**config.mk**
```make
export PLATFORM = sky130hd
export DESIGN_NAME = bus_arbiter_rr
export DESIGN_NICKNAME = d
export VERILOG_FILES = /design/src/rtl/bus_arbiter_rr_pkg.sv /design/src/rtl/bus_arbiter_rr_pick.sv /design/src/rtl/bus_arbiter_rr.sv
export SDC_FILE = /design/constraint.sdc
export NUM_CORES = 1
export LEC_CHECK = 0
export ABC_AREA = 1
export BUFFER_PORTS_ARGS = -buffer_cell sky130_fd_sc_hd__buf_4
export CAP_MARGIN = 10
export CELL_PAD_IN_SITES_DETAIL_PLACEMENT = 1
export CELL_PAD_IN_SITES_GLOBAL_PLACEMENT = 2
export CORE_MARGIN = 10
export CORE_UTILIZATION = 28
export CTS_CLUSTER_DIAMETER = 80
export DETAILED_ROUTE_END_ITERATION = 10
export PLACE_DENSITY_LB_ADDON = 0.1
export SETUP_SLACK_MARGIN = 0.3
export SLEW_MARGIN = 20
export SYNTH_ARGS = -nofsm -noshare
export SYNTH_HDL_FRONTEND = slang
export SYNTH_HIERARCHICAL = 1
export SYNTH_SLANG_ARGS = --single-unit
```
**constraint.sdc**
```tcl
create_clock -name clk -period 1.74 [get_ports clk]
set_clock_uncertainty 0.1 [all_clocks]
set_input_delay 0.174 -clock clk [delete_from_list [all_inputs] [get_ports clk]]
set_output_delay 0.174 -clock clk [all_outputs]
set_load 0.1 [all_outputs]
```
**src/rtl/bus_arbiter_rr_pkg.sv**
```systemverilog
// Shared definitions for the four-master round-robin bus arbiter:
// state encoding, channel count, master index width and signal polarities.
package bus_arbiter_rr_pkg;

    localparam int BUS_MASTER_CH   = 4;
    localparam int MIDX_W          = 2;
    localparam int TIMEOUT_CYC_DEF = 16;

    // Active-low bus signalling levels; reset is active-low as well.
    localparam logic ENABLE_      = 1'b0;
    localparam logic DISABLE_     = 1'b1;
    localparam logic RESET_ENABLE = 1'b0;

    typedef enum logic [1:0] {
        IDLE    = 2'd0,
        GRANTED = 2'd1,
        WAIT    = 2'd2,
        ABORT   = 2'd3
    } state_e;

    // Active-low one-hot grant vector for master idx.
    function automatic logic [BUS_MASTER_CH-1:0] grant_vec(input logic [MIDX_W-1:0] idx);
        grant_vec = ~(BUS_MASTER_CH'(1) << idx);
    endfunction

endpackage

```
**src/rtl/bus_arbiter_rr_pick.sv**
```systemverilog
// Round-robin picker: searches last_owner+1 .. last_owner+4 (mod 4) and
// returns the first master whose active-low request is asserted.
module bus_arbiter_rr_pick
    import bus_arbiter_rr_pkg::*;
(
    input  logic [BUS_MASTER_CH-1:0] req_,
    input  logic [MIDX_W-1:0]        last_owner,
    output logic [MIDX_W-1:0]        pick,
    output logic                     any_req
);

    logic [MIDX_W-1:0] cand;

    // Priority search starting just after the previous owner.
    always_comb begin
        // NOTE: every output gets a default before the search so no latch is inferred.
        pick    = '0;
        any_req = 1'b0;
        cand    = '0;
        for (int i = 1; i <= BUS_MASTER_CH; i++) begin
            // Index arithmetic wraps naturally in MIDX_W bits (+4 lands on last_owner).
            cand = last_owner + MIDX_W'(i);
            if (!any_req && req_[cand] == ENABLE_) begin
                pick    = cand;
                any_req = 1'b1;
            end
        end
    end

endmodule

```
**src/rtl/bus_arbiter_rr.sv**
```systemverilog
// Four-master round-robin bus arbiter with an access watchdog. The grant is
// held until the owner releases its request; each as_/rdy_ access of the
// owner is timed and aborted with a one-cycle bus_err_ pulse if the slave
// never answers. All outputs are registered.
module bus_arbiter_rr
    import bus_arbiter_rr_pkg::*;
#(
    parameter int TIMEOUT_CYC = TIMEOUT_CYC_DEF,
    parameter int CNT_W       = 8
) (
    input  logic                     clk,
    input  logic                     reset,
    input  logic [BUS_MASTER_CH-1:0] req_,
    input  logic [BUS_MASTER_CH-1:0] m_as_,
    input  logic                     s_rdy_,
    input  logic                     err_clr_,
    output logic [BUS_MASTER_CH-1:0] grnt_,
    output logic                     bus_busy,
    output logic                     bus_err_,
    output logic                     err_flag,
    output logic [MIDX_W-1:0]        err_owner
);

    localparam logic [CNT_W-1:0] CNT_LAST = CNT_W'(TIMEOUT_CYC - 1);

    state_e                   state_q, state_d;
    logic [MIDX_W-1:0]        last_owner_q, last_owner_d;
    logic [CNT_W-1:0]         cnt_q, cnt_d;
    logic [BUS_MASTER_CH-1:0] grnt_q, grnt_d;
    logic                     busy_q, busy_d;
    logic                     bus_err_q, bus_err_d;
    logic                     err_flag_q, err_flag_d;
    logic [MIDX_W-1:0]        err_owner_q, err_owner_d;

    logic [MIDX_W-1:0]        pick;
    logic                     any_req;

    // One picker serves both the idle grant and the release handover; while
    // a master owns the bus last_owner_q is that owner.
    bus_arbiter_rr_pick u_pick (
        .req_       (req_),
        .last_owner (last_owner_q),
        .pick       (pick),
        .any_req    (any_req)
    );

    // Next-state and registered-output logic for the arbitration FSM.
    always_comb begin
        state_d      = state_q;
        last_owner_d = last_owner_q;
        cnt_d        = cnt_q;
        grnt_d       = grnt_q;
        busy_d       = busy_q;
        bus_err_d    = DISABLE_;
        err_owner_d  = err_owner_q;
        err_flag_d   = (err_clr_ == ENABLE_) ? 1'b0 : err_flag_q;

        unique case (state_q)
            IDLE: begin
                if (any_req) begin
                    grnt_d       = grant_vec(pick);
                    last_owner_d = pick;
                    state_d      = GRANTED;
                end
            end
            GRANTED: begin
                if (req_[last_owner_q] == DISABLE_) begin
                    // Release wins over a simultaneous strobe; hand over with no idle cycle.
                    if (any_req) begin
                        grnt_d       = grant_vec(pick);
                        last_owner_d = pick;
                    end else begin
                        grnt_d  = '1;
                        state_d = IDLE;
                    end
                end else if (m_as_[last_owner_q] == ENABLE_) begin
                    cnt_d   = '0;
                    busy_d  = 1'b1;
                    state_d = WAIT;
                end
            end
            WAIT: begin
                // A ready on the expiry edge still completes the access.
                if (s_rdy_ == ENABLE_) begin
                    busy_d  = 1'b0;
                    state_d = GRANTED;
                end else if (cnt_q == CNT_LAST) begin
                    bus_err_d   = ENABLE_;
                    err_flag_d  = 1'b1;
                    err_owner_d = last_owner_q;
                    grnt_d      = '1;
                    busy_d      = 1'b0;
                    state_d     = ABORT;
                end else if (cnt_q != '1) begin
                    cnt_d = cnt_q + CNT_W'(1);
                end
            end
            ABORT: begin
                // last_owner_q is kept so arbitration resumes after the aborted master.
                state_d = IDLE;
            end
            default: state_d = IDLE;
        endcase
    end

    // State and output registers with synchronous active-low reset.
    always_ff @(posedge clk) begin
        if (reset == RESET_ENABLE) begin
            // NOTE: sequential state uses non-blocking assignments so all registers update together.
            state_q      <= IDLE;
            last_owner_q <= MIDX_W'(BUS_MASTER_CH - 1);
            cnt_q        <= '0;
            grnt_q       <= '1;
            busy_q       <= 1'b0;
            bus_err_q    <= DISABLE_;
            err_flag_q   <= 1'b0;
            err_owner_q  <= '0;
        end else begin
            state_q      <= state_d;
            last_owner_q <= last_owner_d;
            cnt_q        <= cnt_d;
            grnt_q       <= grnt_d;
            busy_q       <= busy_d;
            bus_err_q    <= bus_err_d;
            err_flag_q   <= err_flag_d;
            err_owner_q  <= err_owner_d;
        end
    end

    assign grnt_     = grnt_q;
    assign bus_busy  = busy_q;
    assign bus_err_  = bus_err_q;
    assign err_flag  = err_flag_q;
    assign err_owner = err_owner_q;

endmodule

```
# Word level (Yosys, flattened, before mapping)
# Cells that the tools add are included.
[op_classes]
n_addsub = 4
n_lt_le_gt_ge = 4
eq_ne = 16
n_shift = 1
mux = 50
bitwise_logic = 4
reduce_logical = 16
[op_table]
columns = ["op", "count"]
rows = [
  ["2-to-1 mux 8 bit", 5],
  ["2-to-1 mux 2 bit", 12],
  ["2-to-1 mux 4 bit", 5],
  ["2-to-1 mux 1 bit", 18],
  ["case mux 8 bit (2 select lines)", 1],
  ["!= test 2 bit, second input constant", 7],
  ["less-than comparator 2 x 3 -> 1 bit, second input constant", 4],
  ["case mux 4 bit (3 select lines)", 1],
  ["binary-select mux 1 bit (select 2 bit)", 5],
  ["adder 8 x 1 -> 8 bit, second input constant", 1],
  ["== test 8 x 4 -> 1 bit, second input constant", 1],
  ["!= test 8 bit, second input constant", 1],
  ["case mux 2 bit (4 select lines)", 1],
  ["AND reduction 4 bit", 2],
  ["!= test 3 bit, second input constant", 2],
  ["AND reduction 3 bit", 2],
  ["AND reduction 6 bit", 1],
  ["AND reduction 5 bit", 1],
  ["adder 2 bit, second input constant", 2],
  ["== test 2 bit, second input constant", 2],
  ["inverter 4 bit", 1],
  ["case mux 2 bit (2 select lines)", 1],
  ["nonzero test 2 bit", 2],
  ["<< shifter 1 x 2 -> 4 bit, first input constant", 1],
  ["other kinds (11)", 16],
]
[word_totals]
reg_bits = 21
inputBits = 12
out_inout_bits = 9
word_cells = 103

# Longest topological paths before layout
# Gate-level depths: netlist of the first run.
[logic_depth]
ltp_word = 17
depth_mapped = 15
depth_no_buf = 15

# By module
# The synthesis of the first run kept the hierarchy.
[modules_own_cells]
columns = ["mod", "n_inst", "cells_each", "area_each_um2", "seq_area_each_um2"]
rows = [
  ["bus_arbiter_rr", 1, 217, 1408.9, 420.4],
  ["bus_arbiter_rr_pick", 1, 63, 299.0, 0.0],
]

# Worst setup path after synthesis of the first run
# OpenSTA, ideal clock, no wires.
[synth_timing]
kind = "register -> register"
startpoint = "register last_owner_q[0]"
endpoint = "register grnt_q[0], in the netlist grnt_[0]"
setup_time_ps = 121
arrival_ps = 1718
t_required_ps = 1519
slack_ps = -199
path_stages_with_launch = 15
path_buffers = 1
period_less_slack_ps = 1939
path_cell_list = "dfxtp_1 > buf_6 > nand2_1 > nand2_1 > nand2_1 > nand2_2 > nor2_4 > nand3b_1 > inv_1 > nand2_1 > nand3_1 > a21oi_4 > nand2_1 > nand2_1 > nand3_1"
[synth_between]
elab_cells_between_ends = 36
classes_between = "3 x add/sub; 2 x eq/ne; 1 x shift; 20 x mux; 4 x bitwise; 6 x reduce/logical"
[synth_rtl]
columns = ["item", "line_no", "source"]
rows = [
  ["from (decl)", "bus_arbiter_rr.sv:27", "logic [MIDX_W-1:0] last_owner_q, last_owner_d;"],
  ["from (signal assigned)", "bus_arbiter_rr.sv:111", "last_owner_q <= MIDX_W'(BUS_MASTER_CH - 1);"],
  ["from (signal assigned)", "bus_arbiter_rr.sv:120", "last_owner_q <= last_owner_d;"],
  ["adder 2 bit", "bus_arbiter_rr_pick.sv:22", "cand = last_owner + MIDX_W'(i);"],
  ["binary-select mux 1 bit (select 2 bit)", "bus_arbiter_rr_pick.sv:23", "if (!any_req && req_[cand] == ENABLE_) begin"],
  ["2-to-1 mux 1 bit (implied by the code)", "bus_arbiter_rr_pick.sv:23", ""],
  ["inverter 1 bit", "bus_arbiter_rr_pick.sv:23", ""],
  ["logical AND 1 bit", "bus_arbiter_rr_pick.sv:23", ""],
  ["2-to-1 mux 1 bit", "bus_arbiter_rr_pick.sv:23", ""],
  ["zero test 1 bit", "bus_arbiter_rr_pick.sv:23", ""],
  ["logical AND 1 bit", "bus_arbiter_rr_pick.sv:23", ""],
  ["2-to-1 mux 1 bit", "bus_arbiter_rr_pick.sv:23", ""],
  ["zero test 1 bit", "bus_arbiter_rr_pick.sv:23", ""],
  ["logical AND 1 bit", "bus_arbiter_rr_pick.sv:23", ""],
  ["2-to-1 mux 1 bit *", "bus_arbiter_rr_pick.sv:23", ""],
  ["net any_req", "bus_arbiter_rr.sv:36", "logic any_req;"],
  ["2-to-1 mux 4 bit", "bus_arbiter_rr.sv:69", "if (any_req) begin"],
  ["2-to-1 mux 4 bit", "bus_arbiter_rr.sv:67", "if (req_[last_owner_q] == DISABLE_) begin"],
  ["case mux 4 bit (3 select lines)", "bus_arbiter_rr.sv:58", "unique case (state_q)"],
  ["to (signal assigned)", "bus_arbiter_rr.sv:122", "grnt_q <= grnt_d;"],
  ["to (decl)", "bus_arbiter_rr.sv:29", "logic [BUS_MASTER_CH-1:0] grnt_q, grnt_d;"],
]
# Mark *: on every way through the listed nets, which the timed path passes. The rest lies on a longest branch. The select of a mux whose other input is x is not followed.
# A chain may end at the register's enable or synchronous reset.

# Final worst setup path of the first run
[layout_timing]
startpoint = "register last_owner_q[0]"
endpoint = "register state_q[1]"
[layout_between]
elab_chain_cells = 14
elab_cells_between_ends = 31
classes_between = "3 x add/sub; 3 x eq/ne; 16 x mux; 3 x bitwise; 6 x reduce/logical"
[layout_rtl]
columns = ["item", "line_no", "source"]
rows = [
  ["adder 2 bit", "bus_arbiter_rr_pick.sv:22", ""],
  ["binary-select mux 1 bit (select 2 bit)", "bus_arbiter_rr_pick.sv:23", ""],
  ["2-to-1 mux 1 bit (implied by the code)", "bus_arbiter_rr_pick.sv:23", ""],
  ["inverter 1 bit", "bus_arbiter_rr_pick.sv:23", ""],
  ["logical AND 1 bit", "bus_arbiter_rr_pick.sv:23", ""],
  ["2-to-1 mux 1 bit", "bus_arbiter_rr_pick.sv:23", ""],
  ["zero test 1 bit", "bus_arbiter_rr_pick.sv:23", ""],
  ["logical AND 1 bit", "bus_arbiter_rr_pick.sv:23", ""],
  ["2-to-1 mux 1 bit", "bus_arbiter_rr_pick.sv:23", ""],
  ["zero test 1 bit", "bus_arbiter_rr_pick.sv:23", ""],
  ["logical AND 1 bit", "bus_arbiter_rr_pick.sv:23", ""],
  ["2-to-1 mux 1 bit *", "bus_arbiter_rr_pick.sv:23", ""],
  ["net any_req", "bus_arbiter_rr.sv:36", ""],
  ["!= test 3 bit (no source line) or != test 2 bit (tied branches)", "--", ""],
  ["AND reduction 4 bit (no source line) *", "--", ""],
  ["to (signal assigned)", "bus_arbiter_rr.sv:119", "state_q <= state_d;"],
  ["to (decl)", "bus_arbiter_rr.sv:26", "state_e state_q, state_d;"],
]
# Marks and branches as above.

==> results of run 1 <==
-- synthesized netlist by cell type --
master and n:
nand2_1 94, nand2_4 1, a21oi_4 1, nand4_1 8, nor2_4 2, inv_1 26
nor3_1 1, o21ai_0 7, nor2_1 29, clkbuf_8 3, nand3_4 1, or2_1 1
buf_6 1, nor3b_1 1, ha_1 4, dfxtp_1 21, nand3_1 36, a21o_1 1
inv_2 7, nand2_2 15, a21oi_1 8, o211ai_1 3, or2_2 1, o21a_1 1
buf_12 1, nand3b_1 1, nand3_2 3, nor2_2 2
-- worst max path at each step --
stage,endpoint,start,cells after the start,slack (ns)
finish,state_q[1]$_SDFFE_PN0P_,last_owner_q[0]$_SDFFE_PN1P_,15,-0.14
global route,state_q[1]$_SDFFE_PN0P_,last_owner_q[0]$_SDFFE_PN1P_,15,-0.28
CTS,grnt_[1]$_SDFFE_PN1P_,last_owner_q[0]$_SDFFE_PN1P_,15,-0.10
detailed placement,grnt_[1]$_SDFFE_PN1P_,last_owner_q[0]$_SDFFE_PN1P_,12,-0.16
global placement,grnt_[3]$_SDFFE_PN1P_,last_owner_q[0]$_SDFFE_PN1P_,12,-0.14
floorplan,grnt_[0]$_SDFFE_PN1P_,last_owner_q[0]$_SDFFE_PN1P_,15,0.01
-- power by group through the flow --
| stage | clock network (uW) | registers [uW] | logic (uW) |
|---|---|---|---|
| floorplan | 0 | 1110 | 1660 |
| global placement | 0 | 805 | 2860 |
| detailed placement | 0 | 805 | 2880 |
| CTS | 370 | 793 | 3300 |
| global route | 381 | 836 | 3950 |
| finish | 343 | 808 | 3590 |
-- layer usage --
metal,vias up,wire (um),share of wire
met1,958,2550,0.43
met3,6,173,0.029
met4,0,58,0.0097
met5,-,0,0
li1,1029,-,-
met2,17,3180,0.53
-- timing repair --
item                                    in CTS  in global routing
setup buffers                               10                  8
endpoints found under the setup margin      21                 21
pin swaps                                   33                 20
gates cloned                                 1                  0
resized for setup                           37                 35
-- metrics by stage --
step | power (uW) | cells | instance area, sq um
4_1_cts | 4460 | 412 | 2400
6_report | 4740 | 420 | 2580
2_1_floorplan | 2770 | 280 | 1770
3_5_place_dp | 3680 | 397 | 2140
5_1_grt | 5170 | 420 | 2580
3_3_place_gp | 3660 | 397 | 2140
-- registers in the layout (all words and copies together) (netlist names) --
signal        count
cnt_q             8
grnt_             4
err_owner         2
last_owner_q      2
state_q           2
bus_busy          1
bus_err_          1
err_flag          1
-- worst max-delay path, delay by kind of cell, from the launching register on --
| kind | cells | cell delay, ns |
|---|---|---|
| buffers and inverters | 3 | 0.34 |
| DFF | 1 | 0.43 |
| and+or+nand+nor | 12 | 0.91 |
-- final cells by class --
class                      instances  area [sq um]
clock buffer                       3          41.3
clock inverter                     1          7.51
fill                             773          3340
inverter                          33           144
multi-input combinational        222          1340
sequential                        21           438
tap                               75          93.8
timing repair buffer              65           522
-- cell families (layout without fill, tap and decap cells) --
family / after synthesis / count (layout) / synth area share
DFF: 21 / 21 / 0.246
and+or+nand+nor: 196 / 197 / 0.534
buffers and inverters: 38 / 102 / 0.115
adders and majority gates: 4 / 4 / 0.0293
AOI/OAI and AO/OA: 21 / 21 / 0.0755
==> summary.md, run 1 <==
| Metric | Value |
|---|---|
| Synth top area share | `0.246` |
| Clock tree sinks | `21` |
| TritonCTS Buffers | `3` |
| Final setup viols | `16` |
| Port Buf Inserts | `20` |
| Vias per cell | `4.79` |
| Failing checks | `setup timing` |
| I/O pins | `21` |
| Sw Ratio | `0.515` |
| Initial cell density of the core | `0.288` |
| Clk slew on worst S/H paths | `0.08 ns` |
| Yosys reg bits | `21` |
| Die area | `9620 sq um` |
| Startpoint types | `flip-flop` |
| Layout cells sized above 1 | `0.458` |
| H-Tree Depth | `1` |
| Seq/Total Area, Yosys | `0.246` |
| F_max | `0.532 GHz` |
| Final Max Slew Viols | `0` |
| Area Overhead vs Synth | `51.4%` |
| Yosys top cell by area | `dfxtp_1` |
| Chip Width | `about 98 um` |
| ANT cells | `0` |
| Slew headroom | `0.722` |
| Static Leak | `0.00121 uW` |
| Hold_ws | `0.0289 ns` |
| Layout Nets | `362` |
| Worst Tran Pin Value | `0.416 ns` |
| Sequential Power Share | `0.170` |
| Avg Synthesized Cell Area | `between 6 and 7 sq um` |
| Top cells by area, synth | `dfxtp_1 (25%), nand2_1 (21%), nand3_1 (11%), nor2_1 (6.4%), inv_1 (5.7%)` |
| Number of global-route vias before repair | `approximately 2000` |
| Worst EP required | `1.81 ns` |
| Period utilisation layout | `1.08` |
| Crit-path max FO | `6` |
| CP Class | `reg -> reg` |
| Met2 Usage GRT | `0.215` |
| Total internal power | `2300 uW` |
| Grt ovf | `0` |
| Worst Hold Launch | `err_clr_` |
| Post-route ant nets | `0` |
| Yosys cell types | `28` |
| Pre-CTS setup slack | `-0.158 ns` |
| Worst Path Arrival | `1.95 ns` |
| Die Y | `98.1 um` |
| Worst R2R End | `state_q[1]$_SDFFE_PN0P_` |
| Most Crowded Layer GR | `met2` |
| Core area | `between 5000 and 6000 sq um` |
| Comb power frac | `0.757` |
| Iteration-0 DRC Markers | `37` |
| Reg2Reg Setup Slack | `-0.14 ns` |
| Min-Delay Path Depth | `3` |
| Final hold vios | `0` |
| Maxcap violations | `0` |
| Most common cell after layout, fill and taps aside | `nand2_1` |
| Wire per inst | `about 14 um` |
| Post-layout worst setup margin | `-0.141 ns` |
| Initial antenna violation count | `0` |
| Critical path's slowest cell | `dfxtp_4` |
| Ys Warns | `6` |
| Setup TNS | `-1.11 ns` |
| PwrDens | `roughly 1800 nW/um^2` |
| Cell row count | `28` |
| Clk Latency, worst-skew pair | `between 0.2 and 0.3 ns` |
| Peak VDD IR | `~1.3 mV` |
| Mapped Cells | `280` |
| Drt drc | `0` |
| DP HPWL | `between 4000 and 5000 um` |
| Critical path's most frequent cell | `nand2_2` |
| Post-layout util | `0.437` |
| Pin count of the biggest net entering global routing | `18` |
| CTS Hold Bufs | `0` |
| Reg-to-reg startpoint | `last_owner_q[0]$_SDFFE_PN1P_` |
| CTS root buffer | `clkbuf_8` |
| Endpoint class of the critical path | `flip-flop` |
| Net Sw Power | `2440 uW` |
| Routed wire length | `5970 um` |
| Outcome | `finished, violations left` |
| CTS tree | `done` |
| Mapped Area | `1710 sq um` |
| CP cell instances | `buf_6, nand2_2, nand2_2, nand2_2, nand2_2, inv_2, nor2_4, nand3b_1, buf_4, nand4_1, nand2_2, nor2_4, nand2_1, nand2_1, nor2_1` |
| Min cycle time layout | `~1.9 ns` |
| Worst Hold Class | `in -> reg` |
| GR Layer Usage met3 | `0.0261` |
| R2R cell count | `15` |
| Synthesized Nets | `between 200 and 300` |
| Crit-path max cell delay | `0.43 ns` |
| CTS Buffer Depth | `2` |
| Hold Path Sink | `err_flag$_SDFF_PN0_` |
| Met1 usage | `0.136` |
| DR vias | `2010` |
| Clock power frac | `0.072` |
| First-pass DRT Iterations | `4` |
| RSZ-0062 raised after global routing | `yes` |
| GRT Total Usage | `0.118` |
| Most frequent cells in the layout | `nand2_1 (72), buf_4 (56), nand2_2 (34)` |
| Routability cong. | `0.749` |
| First-pass GRT wire length | `9740 um` |
(Power assumes the default switching activity.)
==> run 2, diff against run 1 <==
--- a/config.mk
+++ b/config.mk
@@ -5,13 +5,12 @@
 export SDC_FILE = /design/constraint.sdc
 export NUM_CORES = 1
 export LEC_CHECK = 0
-export ABC_AREA = 1
 export BUFFER_PORTS_ARGS = -buffer_cell sky130_fd_sc_hd__buf_4
 export CAP_MARGIN = 10
 export CELL_PAD_IN_SITES_DETAIL_PLACEMENT = 1
 export CELL_PAD_IN_SITES_GLOBAL_PLACEMENT = 2
 export CORE_MARGIN = 10
-export CORE_UTILIZATION = 28
+export CORE_UTILIZATION = 30
 export CTS_CLUSTER_DIAMETER = 80
 export DETAILED_ROUTE_END_ITERATION = 10
 export PLACE_DENSITY_LB_ADDON = 0.1
==> run 2 against run 1 <==
The run still ends with setup timing left. Cell area decreased by 22%. Non-clock buffer count decreased by 8. Wire length decreased by 29%. First-iteration DRC count decreased by 8.1%. Via count decreased by 30%. Sequential cell count unchanged. Sequential power decreased by 20%. Critical endpoint is now cnt_q[7]$_SDFFE_PN0P_. Largest power group unchanged.
==> summary.md, run 2 <==
| Metric | Value |
|---|---|
| Reg with most FFs | `cnt_q` |
| Clock tree sinks | `21` |
| CP Class | `reg -> reg` |
| Initial antenna violation count | `0` |
| Hold_ws | `0.0641 ns` |
| Period utilisation layout | `1.17` |
| Crit-path max cell delay | `between 0.5 and 0.6 ns` |
| Yosys top cell by area | `dfxtp_1` |
| RSZ-0062 raised after global routing | `yes` |
| Post-route ant nets | `0` |
| Worst EP required | `between 1.5 and 2 ns` |
| Final hold vios | `0` |
| TritonCTS Buffers | `3` |
| Die Y | `about 90 um` |
| Post-synth EDFFs | `0` |
| First-pass DRT Iterations | `4` |
| Drt drc | `0` |
| Failing checks | `setup timing` |
| R2R cell count | `4` |
| Most common cell after layout, fill and taps aside | `buf_4` |
| Dpl cell area | `about 1800 sq um` |
| Most frequent cells in the layout | `buf_4 (53), dfxtp_1 (19), nand2_1 (13)` |
| Buffers & Inverters on Critical Path | `0` |
| Min-Delay Path Depth | `3` |
| Design area | `~2000 sq um` |
| Worst Path Arrival | `approximately 2.1 ns` |
| Grt ovf | `0` |
| Routed wire length | `4240 um` |
| F_max | `0.490 GHz` |
| Top cells by area, synth | `dfxtp_1 (31%), mux2i_1 (7.3%), nor2b_1 (4.1%), nand2_1 (3.8%), ha_1 (3.6%)` |
| Slew headroom | `0.652` |
| Max FFs per register | `8` |
| Async SR Flop Fraction | `0` |
| Pre-CTS setup slack | `-0.313 ns` |
| Min cycle time layout | `between 2 and 2.5 ns` |
| Count leader, synth | `dfxtp_1` |
| Chip Width | `87.6 um` |
| GRT Total Usage | `0.113` |
| CTS root buffer | `clkbuf_8` |
| ANT cells | `0` |
| Crit-path max FO | `7` |
| Primary FF master, synth | `dfxtp_1` |
| Clk Latency, worst-skew pair | `0.26 ns` |
| Pin count of the biggest net entering global routing | `27` |
| First-pass GRT wire length | `7070 um` |
| Cell row count | `24` |
| Die area | `7680 sq um` |
| Worst Hold Class | `in -> reg` |
| Outcome | `finished, violations left` |
| Synth cell count leaders | `dfxtp_1 (21), nand2_1 (14), inv_1 (10), mux2i_1 (10), nor2b_1 (9)` |
| Worst Tran Pin Value | `0.517 ns` |
| PwrDens | `1370 nW/um^2` |
| CTS Buffer Depth | `2` |
| Synth top area share | `0.306` |
| Avg Synthesized Cell Area | `slightly below 9 sq um` |
| Layout Nets | `226` |
| Core area | `between 4000 and 5000 sq um` |
| Synthesized Nets | `about 170` |
| Vias per cell | `5.38` |
| FF/Latch Area | `428 sq um` |
| Layout cells sized above 1 | `0.469` |
| Cell family with most CP delay | `simple AND/OR/NAND/NOR gates` |
| DR vias | `roughly 1400` |
| Port Buf Inserts | `20` |
| Mapped Cells | `156` |
| H-Tree Depth | `1` |
| Final setup viols | `13` |
| Yosys reg bits | `21` |
| Seq/Total Area, Yosys | `0.306` |
| CP cell instances | `mux4_2, o21a_4, or4_4, o22ai_2` |
| Critical path depth in cells | `4` |
| Final Max Slew Viols | `0` |
| Wire per inst | `between 15 and 20 um` |
| CTS tree | `done` |
| Static Leak | `0.000800 uW` |
| Endpoint class of the critical path | `flip-flop` |
| Maxcap violations | `0` |
| I/O pins | `21` |
| Post-layout worst setup margin | `-0.302 ns` |
| Number of global-route vias before repair | `1497` |
| Startpoint types | `flip-flop` |
| Yosys cell types | `between 40 and 50` |
| Peak VDD IR | `0.734 mV` |
| Design Power | `around 2800 uW` |
| Clk slew on worst S/H paths | `0.08 ns` |
| Routability cong. | `0.831` |
| Initial cell density of the core | `0.313` |
| Iteration-0 DRC Markers | `34` |
| Fill count | `510` |
| DP HPWL | `3310 um` |
| Critical path's slowest cell | `or4_4` |
| Mapped Area | `1370 sq um` |
| Area Overhead vs Synth | `46.4%` |
| Footprint of the multi-input gates | `986 sq um` |
| Ys Warns | `6` |
[run 2: worst paths after layout]
path / from / to / slack (ns)
worst max-delay path: last_owner_q[0]$_SDFFE_PN1P_ / cnt_q[7]$_SDFFE_PN0P_ / -0.30
worst min-delay path: err_clr_ / err_flag$_SDFF_PN0_ / 0.06
worst max register to register: last_owner_q[0]$_SDFFE_PN1P_ / cnt_q[7]$_SDFFE_PN0P_ / -0.30
worst min register to register: state_q[1]$_SDFFE_PN0P_ / state_q[1]$_SDFFE_PN0P_ / 0.40
[run 2: cell type report]
type | count | share of cell area
Clock buffer | 3 | 0.0205
Clock inverter | 1 | 0.00249
Sequential cell | 21 | 0.213
Timing Repair Buffer | 57 | 0.220
Multi-Input combinational cell | 116 | 0.491
Tap cell | 52 | 0.0324
Inverter | 11 | 0.0205
[run 2: what timing repair did]
item | in CTS | in global routing
pin swaps | 7 | 6
setup endpoints to repair | 21 | 21
hold buffers | 0 | 0
resized for setup | 17 | 19
setup buffers | 2 | 2
[run 2: through the flow]
stage	std cells	setup TNS, ns	util
finish	261	-2.83	0.458
CTS	259	-3.03	0.441
global route	261	-3.80	0.458
detailed placement	253	-3.43	0.416
global placement	253	-3.16	0.416
floorplan	156	-2.99	-
[run 2: worst min-delay path, stage by stage]
cell     delay [ns]
buf_4          0.08
a21oi_1        0.05
nor2b_1        0.09
[run 2: where the power goes]
| group | internal [uW] | total [uW] | switching [uW] |
|---|---|---|---|
| sequential | 581 | 644 | 63.2 |
| clock | 160 | 333 | 173 |
| combinational | 776 | 1780 | 1000 |
| total | 1520 | 2750 | 1240 |
[run 2: cells by family after synthesis]
kind of cell,Yosys count,share of synthesized area
and+or+nand+nor,57,0.240
adders and majority gates,4,0.0365
AOI/OAI and AO/OA,42,0.246
DFF,21,0.306
muxes,13,0.114
buffers and inverters,19,0.0574
[run 2: metal layers]
layer	wire length, um	vias up	global-route usage
li1	-	687	-
met1	1790	701	0.128
met2	2310	13	0.206
met3	110	2	0.0232
met4	21	0	0.0348
met5	0	-	0
==> run 3, diff against run 2 <==
--- a/config.mk
+++ b/config.mk
@@ -14,6 +14,7 @@
 export CTS_CLUSTER_DIAMETER = 80
 export DETAILED_ROUTE_END_ITERATION = 10
 export PLACE_DENSITY_LB_ADDON = 0.1
+export RECOVER_POWER = 25
 export SETUP_SLACK_MARGIN = 0.3
 export SLEW_MARGIN = 20
 export SYNTH_ARGS = -nofsm -noshare
==> run 3 against run 2 <==
The run still ends with setup timing left. Register-to-register slack hardly changed. Critical path depth stayed put. Global-route usage unchanged. Cell area is 0.25% lower. Count of clock-buffer cells in the layout is the same. Worst setup slack about the same. Final cell count unchanged. Largest cell class unchanged. Largest power group unchanged. Highest routed layer unchanged.
==> summary.md, run 3 (same netlist as run 2, synthesis figures left out) <==
| Metric | Value |
|---|---|
| Area Overhead vs Synth | `46.0%` |
| Reg with most FFs | `cnt_q` |
| Routed wire length | `4230 um` |
| Final hold vios | `0` |
| Crit-path max FO | `7` |
| Placed insts | `253` |
| Design Power | `~2800 uW` |
| Maxcap violations | `0` |
| Sequential Power Share | `0.234` |
| CTS root buffer | `clkbuf_8` |
| GRT Total Usage | `0.113` |
| Critical path's slowest cell | `or4_4` |
| CTS tree | `done` |
| Sw Ratio | `0.449` |
| Comb power frac | `0.645` |
| Initial antenna violation count | `0` |
| Core area | `about 4400 sq um` |
| Max FFs per register | `8` |
| Port Buf Inserts | `20` |
| Startpoint types | `flip-flop` |
| I/O pins | `21` |
| Chip Width | `87.6 um` |
| CTS Hold Bufs | `0` |
| ANT cells | `0` |
| Finished Layout Cells | `261` |
| Number of global-route vias before repair | `1497` |
| Slew headroom | `0.636` |
| F_max | `0.490 GHz` |
| Net Sw Power | `1240 uW` |
| RSZ-0062 raised after global routing | `yes` |
| Pin count of the biggest net entering global routing | `27` |
| Worst Tran Pin Value | `0.548 ns` |
| Post-layout worst setup margin | `-0.302 ns` |
| Period utilisation layout | `1.17` |
| Layout cells sized above 1 | `0.469` |
| DP HPWL | `3310 um` |
| Static Leak | `0.000799 uW` |
| Worst Hold Class | `in -> reg` |
| Total internal power | `1520 uW` |
| Peak VDD IR | `0.734 mV` |
| H-Tree Depth | `1` |
| Grt ovf | `0` |
| Endpoint class of the critical path | `flip-flop` |
| Cell row count | `24` |
| Routability cong. | `0.831` |
| Layout Nets | `roughly 230` |
| CTS Buffer Depth | `2` |
| Min cycle time layout | `2.04 ns` |
| Post-route ant nets | `0` |
| Failing checks | `setup timing` |
| Worst Path Arrival | `approximately 2.1 ns` |
| Final setup viols | `13` |
| Outcome | `finished, violations left` |
| First-pass DRT Iterations | `4` |
| Clk slew on worst S/H paths | `about 0.080 ns` |
| DR vias | `roughly 1400` |
| CP cell instances | `mux4_2, o21a_4, or4_4, o22ai_2` |
| Crit-path max cell delay | `0.57 ns` |
| TritonCTS Buffers | `3` |
| Drt drc | `0` |
| PwrDens | `1370 nW/um^2` |
| CP Class | `reg -> reg` |
| Clock power frac | `0.121` |
| Wire per inst | `16.2 um` |
| Die area | `7680 sq um` |
| Clk Latency, worst-skew pair | `0.26 ns` |
| First-pass GRT wire length | `7070 um` |
| Vias per cell | `between 5 and 6` |
| Die Y | `87.6 um` |
| Fill count | `512` |
| Most frequent cells in the layout | `buf_4 (51), dfxtp_1 (19), nand2_1 (13)` |
| Pre-CTS setup slack | `-0.313 ns` |
| Iteration-0 DRC Markers | `34` |
| Clock tree sinks | `21` |
| Most common cell after layout, fill and taps aside | `buf_4` |
| Worst EP required | `1.83 ns` |
| Final Max Slew Viols | `0` |
| Initial cell density of the core | `0.313` |
==> run 3: cell type report <==
class / instances / area, sq um / share of cell area
Tap cell: 52 / 65.1 / 0.0325
Multi-Input combinational cell: 116 / 986 / 0.492
Clock inverter: 1 / 5.00 / 0.00250
Inverter: 11 / 41.3 / 0.0206
Clock buffer: 3 / 41.3 / 0.0206
Sequential cell: 21 / 428 / 0.213
Timing Repair Buffer: 57 / 438 / 0.218
==> run 3: power by group through the flow <==
stage / logic [uW] / clock network [uW] / registers [uW]
floorplan: 724 / 0 / 984
global placement: 1480 / 0 / 647
detailed placement: 1510 / 0 / 657
CTS: 1670 / 346 / 646
global route: 1920 / 372 / 658
finish: 1780 / 333 / 644
==> run 3: repair_timing <==
item                       in CTS  in global routing
setup endpoints to repair      21                 21
buffers inserted                2                  2
gates resized for setup        17                 19
hold endpoints to repair        0                  0
gates cloned                    0                  0
pin swaps                       7                  6
==> run 3: final timing paths <==
path | start | end | slack, ns | cells past startpoint
setup / recovery | last_owner_q[0]$_SDFFE_PN1P_ | cnt_q[7]$_SDFFE_PN0P_ | -0.30 | 4
setup reg to reg | last_owner_q[0]$_SDFFE_PN1P_ | cnt_q[7]$_SDFFE_PN0P_ | -0.30 | 4
hold reg to reg | state_q[1]$_SDFFE_PN0P_ | state_q[1]$_SDFFE_PN0P_ | 0.40 | 2
hold / removal | err_clr_ | err_flag$_SDFF_PN0_ | 0.06 | 3
==> run 3: through the flow <==
stage          TNS, ns  cell area [sq um]   util  hold WS, ns
3_5_place_dp     -3.43               1820  0.416        0.337
4_1_cts          -3.03               1930  0.441       0.0592
2_1_floorplan    -2.99               1410      -        0.241
6_report         -2.83               2000  0.457       0.0640
3_3_place_gp     -3.16               1820  0.416        0.322
5_1_grt          -3.80               2000  0.457        0.120
==> run 3: per-layer routing <==
| metal | global-route usage | routed length (um) | vias up | share of wire |
|---|---|---|---|---|
| met1 | 0.128 | 1790 | 702 | 0.42 |
| met2 | 0.206 | 2310 | 13 | 0.55 |
| met3 | 0.0232 | 110 | 2 | 0.026 |
| met4 | 0.0348 | 21 | 0 | 0.0050 |
| met5 | 0 | 0 | - | 0 |
| li1 | - | - | 687 | - |
==> run 3: critical path: cells and delay by family (launching register included) <==
family             cells  cell delay, ns
and+or+nand+nor        1            0.57
muxes                  1            0.52
AOI/OAI and AO/OA      2            0.41
DFF                    1            0.37
